**src/rtl/rtype_pipeline_processor_pkg.sv**
```systemverilog
// Shared definitions for the five-stage R-format pipeline.
// Contents: instruction field encodings, the ALU operation enum, the
// parameter-independent stage-register structs and the R-format decoder.
package rtype_pipeline_processor_pkg;

    localparam logic [5:0] OPCODE_RTYPE = 6'h00;

    localparam logic [5:0] FUNCT_SLL = 6'h00;
    localparam logic [5:0] FUNCT_SRL = 6'h02;
    localparam logic [5:0] FUNCT_ADD = 6'h20;
    localparam logic [5:0] FUNCT_SUB = 6'h22;
    localparam logic [5:0] FUNCT_AND = 6'h24;
    localparam logic [5:0] FUNCT_OR  = 6'h25;
    localparam logic [5:0] FUNCT_XOR = 6'h26;
    localparam logic [5:0] FUNCT_SLT = 6'h2A;

    typedef enum logic [2:0] {
        ALU_ADD,
        ALU_SUB,
        ALU_AND,
        ALU_OR,
        ALU_XOR,
        ALU_SLT,
        ALU_SLL,
        ALU_SRL
    } alu_op_t;

    // Fetch/decode latch.
    typedef struct packed {
        logic        valid;
        logic [31:0] instr;
    } fetch_reg_t;

    // Control half of the decode/execute latch; operand data lives beside it
    // because its width follows DATA_WIDTH.
    typedef struct packed {
        logic       valid;
        alu_op_t    alu_op;
        logic [4:0] rs;
        logic [4:0] rt;
        logic [4:0] rd;
        logic [4:0] shamt;
    } exec_ctrl_t;

    // Returns 1 for a supported R-format word and reports its ALU operation.
    // A non-zero shamt is only meaningful (and only legal) for the shifts.
    function automatic logic rtype_decode(input logic [31:0] instr, output alu_op_t op);
        logic legal;
        logic shamt_zero;
        legal      = 1'b0;
        op         = ALU_ADD;
        shamt_zero = (instr[10:6] == 5'd0);
        if (instr[31:26] == OPCODE_RTYPE) begin
            case (instr[5:0])
                FUNCT_ADD: begin op = ALU_ADD; legal = shamt_zero; end
                FUNCT_SUB: begin op = ALU_SUB; legal = shamt_zero; end
                FUNCT_AND: begin op = ALU_AND; legal = shamt_zero; end
                FUNCT_OR:  begin op = ALU_OR;  legal = shamt_zero; end
                FUNCT_XOR: begin op = ALU_XOR; legal = shamt_zero; end
                FUNCT_SLT: begin op = ALU_SLT; legal = shamt_zero; end
                FUNCT_SLL: begin op = ALU_SLL; legal = 1'b1; end
                FUNCT_SRL: begin op = ALU_SRL; legal = 1'b1; end
                default:   ;
            endcase
        end
        return legal;
    endfunction

endpackage

```
**src/rtl/rtype_pipeline_processor_alu.sv**
```systemverilog
// Combinational R-format ALU.
// Ports: alu_op (operation), a (rs operand), b (rt operand),
//        shamt (shift amount), result (DATA_WIDTH result).
// Shifts act on b; a is ignored for them.
module rtype_alu
    import rtype_pipeline_processor_pkg::*;
#(
    parameter int DATA_WIDTH = 32
) (
    input  alu_op_t               alu_op,
    input  logic [DATA_WIDTH-1:0] a,
    input  logic [DATA_WIDTH-1:0] b,
    input  logic [4:0]            shamt,
    output logic [DATA_WIDTH-1:0] result
);

    // Shifting by the full width or more yields zero.
    logic shift_overflow;
    assign shift_overflow = (int'({27'd0, shamt}) >= DATA_WIDTH);

    always_comb begin
        result = '0;
        case (alu_op)
            ALU_ADD: result = a + b;
            ALU_SUB: result = a - b;
            ALU_AND: result = a & b;
            ALU_OR:  result = a | b;
            ALU_XOR: result = a ^ b;
            ALU_SLT: result[0] = ($signed(a) < $signed(b));
            ALU_SLL: result = shift_overflow ? '0 : (b << shamt);
            ALU_SRL: result = shift_overflow ? '0 : (b >> shamt);
            default: result = '0;
        endcase
    end

endmodule

```
**src/rtl/rtype_pipeline_processor.sv**
```systemverilog
// Five-stage in-order R-format core (fetch/decode/execute/memory/writeback).
// Ports:
//   clock, reset (synchronous, active-low)
//   PC / current_instruction / instruction_valid : fetch interface
//   register_file_read_address_1/2, register_file_read_value_1/2 : decode reads
//   register_file_write_value/address/enable : writeback to the external RF
//   illegal_instruction : one-cycle pulse after decode rejects a valid word
//   retired_count : instructions that reached writeback since reset
// Fetch handshake: an instruction is consumed at a rising edge only when
// instruction_valid is 1; with instruction_valid 0 a bubble enters and PC holds.
// Nothing inside the core ever stalls fetch.
module rtype_pipeline_processor
    import rtype_pipeline_processor_pkg::*;
#(
    parameter int          DATA_WIDTH     = 32,
    parameter int          REG_ADDR_WIDTH = 6,
    parameter logic [31:0] PC_RESET       = 32'h0,
    parameter int          RETIRE_WIDTH   = 32
) (
    input  logic                      clock,
    input  logic                      reset,
    output logic [31:0]               PC,
    input  logic [31:0]               current_instruction,
    input  logic                      instruction_valid,
    output logic [REG_ADDR_WIDTH-1:0] register_file_read_address_1,
    output logic [REG_ADDR_WIDTH-1:0] register_file_read_address_2,
    input  logic [DATA_WIDTH-1:0]     register_file_read_value_1,
    input  logic [DATA_WIDTH-1:0]     register_file_read_value_2,
    output logic [DATA_WIDTH-1:0]     register_file_write_value,
    output logic [REG_ADDR_WIDTH-1:0] register_file_write_address,
    output logic                      register_file_write_enable,
    output logic                      illegal_instruction,
    output logic [RETIRE_WIDTH-1:0]   retired_count
);

    // Stage registers
    fetch_reg_t            if_id;
    exec_ctrl_t            id_ex;
    logic [DATA_WIDTH-1:0] id_ex_a, id_ex_b;
    logic                  ex_mem_valid;
    logic [4:0]            ex_mem_rd;
    logic [DATA_WIDTH-1:0] ex_mem_result;
    logic                  mem_wb_valid;
    logic [4:0]            mem_wb_rd;
    logic [DATA_WIDTH-1:0] mem_wb_result;

    // Decode
    logic [4:0]            dec_rs, dec_rt, dec_rd, dec_shamt;
    alu_op_t               dec_op;
    logic                  dec_legal;
    logic [DATA_WIDTH-1:0] dec_a, dec_b;
    logic                  wb_write;

    assign dec_rs    = if_id.instr[25:21];
    assign dec_rt    = if_id.instr[20:16];
    assign dec_rd    = if_id.instr[15:11];
    assign dec_shamt = if_id.instr[10:6];

    always_comb begin
        dec_op    = ALU_ADD;
        dec_legal = rtype_decode(if_id.instr, dec_op);
    end

    assign register_file_read_address_1 = REG_ADDR_WIDTH'(dec_rs);
    assign register_file_read_address_2 = REG_ADDR_WIDTH'(dec_rt);

    // r0 is never written, so a writeback to it must not retire as a write.
    assign wb_write = mem_wb_valid && (mem_wb_rd != 5'd0);

    // The RF is not write-through: a read of the register being written back
    // this cycle takes the writeback value directly.
    assign dec_a = (wb_write && (mem_wb_rd == dec_rs)) ? mem_wb_result : register_file_read_value_1;
    assign dec_b = (wb_write && (mem_wb_rd == dec_rt)) ? mem_wb_result : register_file_read_value_2;

    // Execute: youngest producer wins, so EX/MEM is checked before MEM/WB.
    logic                  fwd_ex_a, fwd_ex_b, fwd_wb_a, fwd_wb_b;
    logic [DATA_WIDTH-1:0] ex_a, ex_b, alu_result;

    assign fwd_ex_a = ex_mem_valid && (ex_mem_rd != 5'd0) && (ex_mem_rd == id_ex.rs);
    assign fwd_ex_b = ex_mem_valid && (ex_mem_rd != 5'd0) && (ex_mem_rd == id_ex.rt);
    assign fwd_wb_a = mem_wb_valid && (mem_wb_rd != 5'd0) && (mem_wb_rd == id_ex.rs);
    assign fwd_wb_b = mem_wb_valid && (mem_wb_rd != 5'd0) && (mem_wb_rd == id_ex.rt);

    assign ex_a = fwd_ex_a ? ex_mem_result : (fwd_wb_a ? mem_wb_result : id_ex_a);
    assign ex_b = fwd_ex_b ? ex_mem_result : (fwd_wb_b ? mem_wb_result : id_ex_b);

    rtype_alu #(.DATA_WIDTH(DATA_WIDTH)) u_alu (
        .alu_op (id_ex.alu_op),
        .a      (ex_a),
        .b      (ex_b),
        .shamt  (id_ex.shamt),
        .result (alu_result)
    );

    // Writeback
    assign register_file_write_value   = mem_wb_result;
    assign register_file_write_address = REG_ADDR_WIDTH'(mem_wb_rd);
    assign register_file_write_enable  = wb_write;

    always_ff @(posedge clock) begin
        if (!reset) begin
            PC                  <= PC_RESET;
            if_id               <= '0;
            id_ex               <= '0;
            id_ex_a             <= '0;
            id_ex_b             <= '0;
            ex_mem_valid        <= 1'b0;
            ex_mem_rd           <= '0;
            ex_mem_result       <= '0;
            mem_wb_valid        <= 1'b0;
            mem_wb_rd           <= '0;
            mem_wb_result       <= '0;
            illegal_instruction <= 1'b0;
            retired_count       <= '0;
        end else begin
            // Fetch
            if_id.valid <= instruction_valid;
            if (instruction_valid) begin
                if_id.instr <= current_instruction;
                PC          <= PC + 32'd4;
            end

            // Decode -> execute; an illegal word becomes a bubble.
            id_ex.valid         <= if_id.valid && dec_legal;
            id_ex.alu_op        <= dec_op;
            id_ex.rs            <= dec_rs;
            id_ex.rt            <= dec_rt;
            id_ex.rd            <= dec_rd;
            id_ex.shamt         <= dec_shamt;
            id_ex_a             <= dec_a;
            id_ex_b             <= dec_b;
            illegal_instruction <= if_id.valid && !dec_legal;

            // Execute -> memory
            ex_mem_valid  <= id_ex.valid;
            ex_mem_rd     <= id_ex.rd;
            ex_mem_result <= alu_result;

            // Memory (pass-through) -> writeback
            mem_wb_valid  <= ex_mem_valid;
            mem_wb_rd     <= ex_mem_rd;
            mem_wb_result <= ex_mem_result;

            // Every instruction reaching writeback retires, r0 targets included.
            if (mem_wb_valid) retired_count <= retired_count + RETIRE_WIDTH'(1);
        end
    end

endmodule

```
**config.mk**
```make
export PLATFORM = sky130hd
export DESIGN_NAME = rtype_pipeline_processor
export DESIGN_NICKNAME = d
export VERILOG_FILES = /design/src/rtl/rtype_pipeline_processor_pkg.sv /design/src/rtl/rtype_pipeline_processor_alu.sv /design/src/rtl/rtype_pipeline_processor.sv
export SDC_FILE = /design/constraint.sdc
export NUM_CORES = 1
export LEC_CHECK = 0
export BUFFER_PORTS_ARGS = -buffer_cell sky130_fd_sc_hd__buf_2
export CELL_PAD_IN_SITES_DETAIL_PLACEMENT = 1
export CELL_PAD_IN_SITES_GLOBAL_PLACEMENT = 1
export CORE_ASPECT_RATIO = 0.6
export CORE_MARGIN = 2
export CORE_UTILIZATION = 45
export CTS_CLUSTER_SIZE = 10
export DETAILED_ROUTE_END_ITERATION = 10
export GPL_TIMING_DRIVEN = 0
export PLACE_DENSITY = 0.86
export SYNTH_ARGS = -nofsm -noshare
export SYNTH_HDL_FRONTEND = slang
export SYNTH_SLANG_ARGS = --single-unit
```
**constraint.sdc**
```tcl
create_clock -name clock -period 6.56 [get_ports clock]
set_input_delay 0.328 -clock clock [delete_from_list [all_inputs] [get_ports clock]]
set_output_delay 0.328 -clock clock [all_outputs]
set_load 0.02 [all_outputs]
```
==> Word level (Yosys, flattened, before mapping) <==
Index checks and enable logic that the tools add are counted.
{ "totals": {"input_bits": 99, "reg_bits": 262, "out_inout_bits": 116} }
{ "op_classes": {"add_sub_neg": 4, "n_bitwise": 3, "n_shift": 2, "n_mux": 11, "n_reduce_logical": 20, "order_cmp": 1, "eq_ne": 20} }
{ "ops": {"columns": ["op", "n"], "rows": [
  ["one-hot mux 31 bit (7 select lines)", 1],
  ["2-to-1 mux 32 bit", 6],
  ["equality test 6 bit (second input constant)", 6],
  ["adder 32 x 1 -> 32 bit (second input constant)", 1],
  ["adder 32 x 3 -> 32 bit (second input constant)", 1],
  ["adder 32 bit", 1],
  ["bitwise AND 32 bit", 1],
  ["less-than comparator 32 bit", 1],
  ["bitwise OR 32 bit", 1],
  ["<< shifter 32 x 5 -> 32 bit", 1],
  [">> shifter 32 x 5 -> 32 bit", 1],
  ["subtractor 32 bit", 1],
  ["XOR 32 bit", 1],
  ["equality test 5 bit", 6],
  ["one-hot mux 3 bit (7 select lines)", 1],
  ["equality test 3 bit (second input constant)", 4],
  ["logical NOT 6 bit", 2],
  ["logical AND 1 bit", 10],
  ["nonzero test 5 bit", 2],
  ["one-hot mux 1 bit (8 select lines)", 1],
  ["equality test 3 x 2 -> 1 bit (second input constant)", 2],
  ["equality test 6 x 2 -> 1 bit (second input constant)", 1],
  ["OR reduction 6 bit", 1],
  ["logical NOT 5 bit", 1],
  ["7 further kinds", 7]
]} }

==> Longest topological paths before layout <==
{ "logic_depth": {"depth_word": 7, "depth_mapped": 19, "mapped_depth_nobuf": 18} }

==> Modules after synthesis <==
A second synthesis with hierarchy kept.
{ "unflattened": {"cells_unflattened": 2542, "area_unflattened_um2": 19661.4} }
{ "modules_own_cells": {"columns": ["mod", "cells_each", "instances", "area_per_inst_um2"], "rows": [
  ["rtype_pipeline_processor", 1257, 1, 10959.3],
  ["rtype_alu", 1285, 1, 8702.1]
]} }

==> Worst setup path before layout <==
No wires, ideal clock.
{ "synth_timing": {"path_type": "reg-to-reg", "start": "reg mem_wb_rd[1]", "end": "reg ex_mem_result[28]", "synth_period_minus_slack_ns": 5.086, "arrival_ns": 4.953, "setup_time_ns": 0.133, "path_stages_with_launch": 20, "setup_slack_ns": 1.474, "path_cell_list": "dfxtp_1 buf_2 or4_4 o21ai_1 nor4_1 clkbuf_1 mux2i_1 o21ai_0 ha_1 clkbuf_1 nor2b_1 o2111ai_1 nand2_1 o31ai_1 o21ai_0 a31o_2 o21ai_0 o311ai_0 mux2i_1 a31oi_1"} }
{ "synth_via": {"elab_chain_len": 7, "word_cells_on_any_way": 18} }
{ "synth_rtl": {"columns": ["item", "line_no", "text"], "rows": [
  ["start, declared", "rtype_pipeline_processor.sv:44", "logic [4:0] mem_wb_rd;"],
  ["start signal, assigned", "rtype_pipeline_processor.sv:141", "mem_wb_rd <= ex_mem_rd;"],
  ["nonzero test 5 bit", "rtype_pipeline_processor.sv:81, rtype_pipeline_processor.sv:82", null],
  ["logical AND 1 bit", "rtype_pipeline_processor.sv:81, rtype_pipeline_processor.sv:82", null],
  ["logical AND 1 bit (on tied branches)", "rtype_pipeline_processor.sv:81, rtype_pipeline_processor.sv:82", null],
  ["2-to-1 mux 32 bit (on tied branches) (2 in a row)", "rtype_pipeline_processor.sv:84, rtype_pipeline_processor.sv:85", null],
  ["subtractor 32 bit (tied with other cells)", "rtype_pipeline_processor_alu.sv:25", "ALU_SUB: result = a - b;"],
  ["one-hot mux 31 bit (7 select lines) *", "rtype_pipeline_processor_alu.sv:23", "case (alu_op)"],
  ["end signal, assigned", "rtype_pipeline_processor.sv:137", "ex_mem_result <= alu_result;"],
  ["end, declared", "rtype_pipeline_processor.sv:42", "logic [DATA_WIDTH-1:0] ex_mem_result;"]
]} }
Every way passes the cells marked *; elsewhere a longest branch is shown, timed or not.
A chain may end at the register's enable or synchronous reset.

==> Worst setup path in the final report <==
{ "layout_timing": {"start": "reg mem_wb_rd[1]", "end": "reg ex_mem_result[31]"} }
The elaborated chain is that of the path after synthesis.

==> qor.csv <==
metric,value,unit
outcome,"complete, but fails checks",
failing checks,"negative hold slack, negative setup slack",
DRT antenna net count,0,
FP Rows,59,
initial antenna violation count,11,
First-pass DRT Iterations,8,
YS warnings,0,
"most used cell, CP",mux2i_1,
Post-synth top cells,"nor2_1, dfxtp_1, mux2i_1, nand2_1, clkbuf_1",
Root Driver,clkbuf_16,
die outline height,165.4,µm
"Top FF cell, synth",dfxtp_1,
Logic pwr share,26.7,%
RePlAce Congestion,1.115,
total gr overflow,0,
CP max stage cell,o311ai_0,
DP Area,0.02139,mm²
CP Launch Type,register,
die width,273.0,µm
Pwr Total,4.480,mW
"Distinct cells, synth",88,
layout cells sized above 1,14.79,%
final non-filler cell total,3299,
DRT Wirelength,115400,µm
Crit. End Element,register,
Final HPWL DP,90800,µm
post-route cell area,0.02236,mm²
clk_lat worst skew,0.58,ns
final hold violations,1,
clock slew at reported path FFs,0.06,ns
Pwr Density,200.3,mW/mm²
final core utilization,51.87,%
Rel. slew slack,2.890,%
fill count,5349,
static leakage,8.805,nW
initial core utilization,45.30,%
Setup-failing EPs final,2,
Synth area leaders,"dfxtp_1, mux2i_1, ha_1",
post-place setup slack,-1.894,ns
post-synth top area share,26.65,%
Die Area,0.04514,mm²
worst IR drop on VDD,200.0,µV
multi-input logic area,0.01322,mm²
leading area contributor after synthesis,dfxtp_1,
CTS H-tree depth,1,
"Slew Viols, Final",0,
post-synthesis async set-or-reset flop share,0,%
total number of vias,22910,
unrepaired setup endpoints after global routing,no,
# clock sinks,260,
worst min-delay path category,in2reg,
Total GRT Usage,49.59,%
Sw Ratio,36.34,%
pin count of the biggest net entering global routing,15,
worst hold slack,-0.0009501,ns
min Tclk post-route,6.709,ns
Worst-Margin Slew,1.451,ns
"FF+latch count, synth",260,
Worst EP arrival,7.13,ns
cts bufs inserted,30,
Mapped Area,0.01953,mm²
Core ar.,0.04311,mm²
Residual DRC,0,
Synth-to-Final Area Change,14.50,%
Clock Power Share,34.4,%
initial DRC count,3426,
Worst EP required,6.99,ns
wire per inst,34.98,µm
first-pass GRT wire length,161400,µm
crit path kind,reg2reg,
Pint,2.852,mW
sequential share of power,38.9,%
vias in the first global route,22450,
mean cell area of the mapped netlist,7.942,µm²
switching pwr,1.628,mW
max-cap viol count,0,
NumNets Final,2915,
Sequential cell area,0.005206,mm²
worst-path cell chain,buf_2 > or4_4 > o21ai_2 > nor4_4 > buf_4 > mux2i_1 > o21ai_1 > ha_1 > clkbuf_1 > nor3_1 > o311ai_0 > a21o_1 > a31oi_2 > a21oi_1 > a31oi_4 > a221oi_1 > o21ai_0 > mux2i_1 > a31oi_1,
Inst Count DP,3256,
Fmax,149.0,MHz
setup TNS,-0.2125,ns
CP max stage delay,0.66,ns
Final Skew,0.03419,ns
Gate Count Post-Synth,2459,
"Max FO, Critical Path",11,
setup ws final,-0.1494,ns
fin crit share,102.3,%
number of synthesized flops with an enable pin,0,
Ports,215,
sequential area share after synthesis,26.65,%
clk buf depth,3,
CTS tree,yes,
Port Buffer Count,209,
most frequent cell after synthesis,nor2_1,
Vias per Instance,6.945,
registers in the layout, summed over array words and instances (netlist names), 5 cells and up:
name / cells
retired_count: 32
ex_mem_result: 32
dec_rd: 5
if_id: 13
id_ex_a: 32
ex_mem_rd: 5
PC: 30
register_file_read_address_2: 5
register_file_write_value: 32
dec_shamt: 5
id_ex_b: 32
mem_wb_rd: 5
id_ex: 24
register_file_read_address_1: 5
metal layers:
metal	vias to the layer above	global-route usage, %	routed length, µm
li1	9243	-	-
met1	11430	66.05	47360
met2	1852	70.06	45690
met3	379	20.47	16780
met4	6	20.44	5390
met5	-	1.974	191
power groups by stage:
stage / clock network, mW / registers, mW / logic, mW
6_report: 1.54 / 1.74 / 1.19
5_1_grt: 1.58 / 1.74 / 1.22
4_1_cts: 1.51 / 1.74 / 1.11
3_5_place_dp: 0 / 1.76 / 1.09
3_3_place_gp: 0 / 1.76 / 1.05
2_1_floorplan: 0 / 1.75 / 0.637
placed cells by master (no fill, tap or decap), types with 11 or more instances in the layout:
cell type	count
o21bai_1	11
buf_4	25
mux4_2	18
xor2_1	55
and2_1	80
a21oi_1	125
o21ai_1	26
clkbuf_1	121
buf_1	16
o31ai_1	12
nor2_1	297
nor3_1	76
o22ai_1	38
inv_1	106
nor2b_1	13
clkbuf_16	31
dfxtp_1	259
a22oi_1	21
a31oi_2	18
nand3_1	69
xnor2_1	56
mux2i_1	215
a31oi_4	13
a211oi_1	31
buf_2	222
or3_1	15
ha_1	104
o211ai_1	17
o221ai_1	14
nand2b_1	13
nand2_1	197
and3_1	20
a221oi_1	14
o21ai_0	117
nand4_1	20
a31oi_1	37
layout make-up:
class,instances,area share (%)
sequential,260,23.28
multi-input combinational,1905,59.11
inverter,109,1.830
buffer,187,3.872
clock buffer,32,3.531
timing repair buffer,217,4.985
clock inverter,2,0.05595
tap,579,3.240
antenna,8,0.08953
worst max-delay path: cells and delay by family (launching register included):
family / cells / cell delay, ns
AO/OA/AOI/OAI: 10 / 3.98
AND/OR/NAND/NOR: 3 / 0.86
buffers and inverters: 3 / 0.76
flip-flops: 1 / 0.35
multiplexers: 2 / 0.34
adder cells (fa/ha/maj): 1 / 0.25
final timing paths:
check                                        startpoint  depth (start not counted)                      endpoint  slack (ns)
worst max-delay path            mem_wb_rd[1]$_SDFF_PN0_                         19  ex_mem_result[31]$_SDFF_PN0_       -0.15
worst min-delay path            current_instruction[27]                          3        if_id[27]$_SDFFE_PN0P_      -0.001
worst max register to register  mem_wb_rd[1]$_SDFF_PN0_                         19  ex_mem_result[31]$_SDFF_PN0_       -0.15
worst min register to register     id_ex[23]$_SDFF_PN0_                          1       ex_mem_valid$_SDFF_PN0_        0.45
logic make-up (layout without fill, tap and decap cells):
group	Yosys count	count (layout)	synth area share, %
simple gates	840	840	19.98
compound gates	599	599	21.19
buf+inv	298	547	6.496
flops	260	260	26.65
mux	244	244	13.82
xor+xnor	111	111	4.978
fa+ha+maj	106	106	6.868
other cells	1	13	0.01920
timing repair:
item	4_1_cts	5_1_grt
setup buffers	0	1
gates resized for setup	26	24
hold buffers	2	0
endpoints found under the setup margin	27	12
cloned	0	0
pin swaps	0	1
endpoints found under the hold margin	2	0
(Power assumes the default switching activity.)
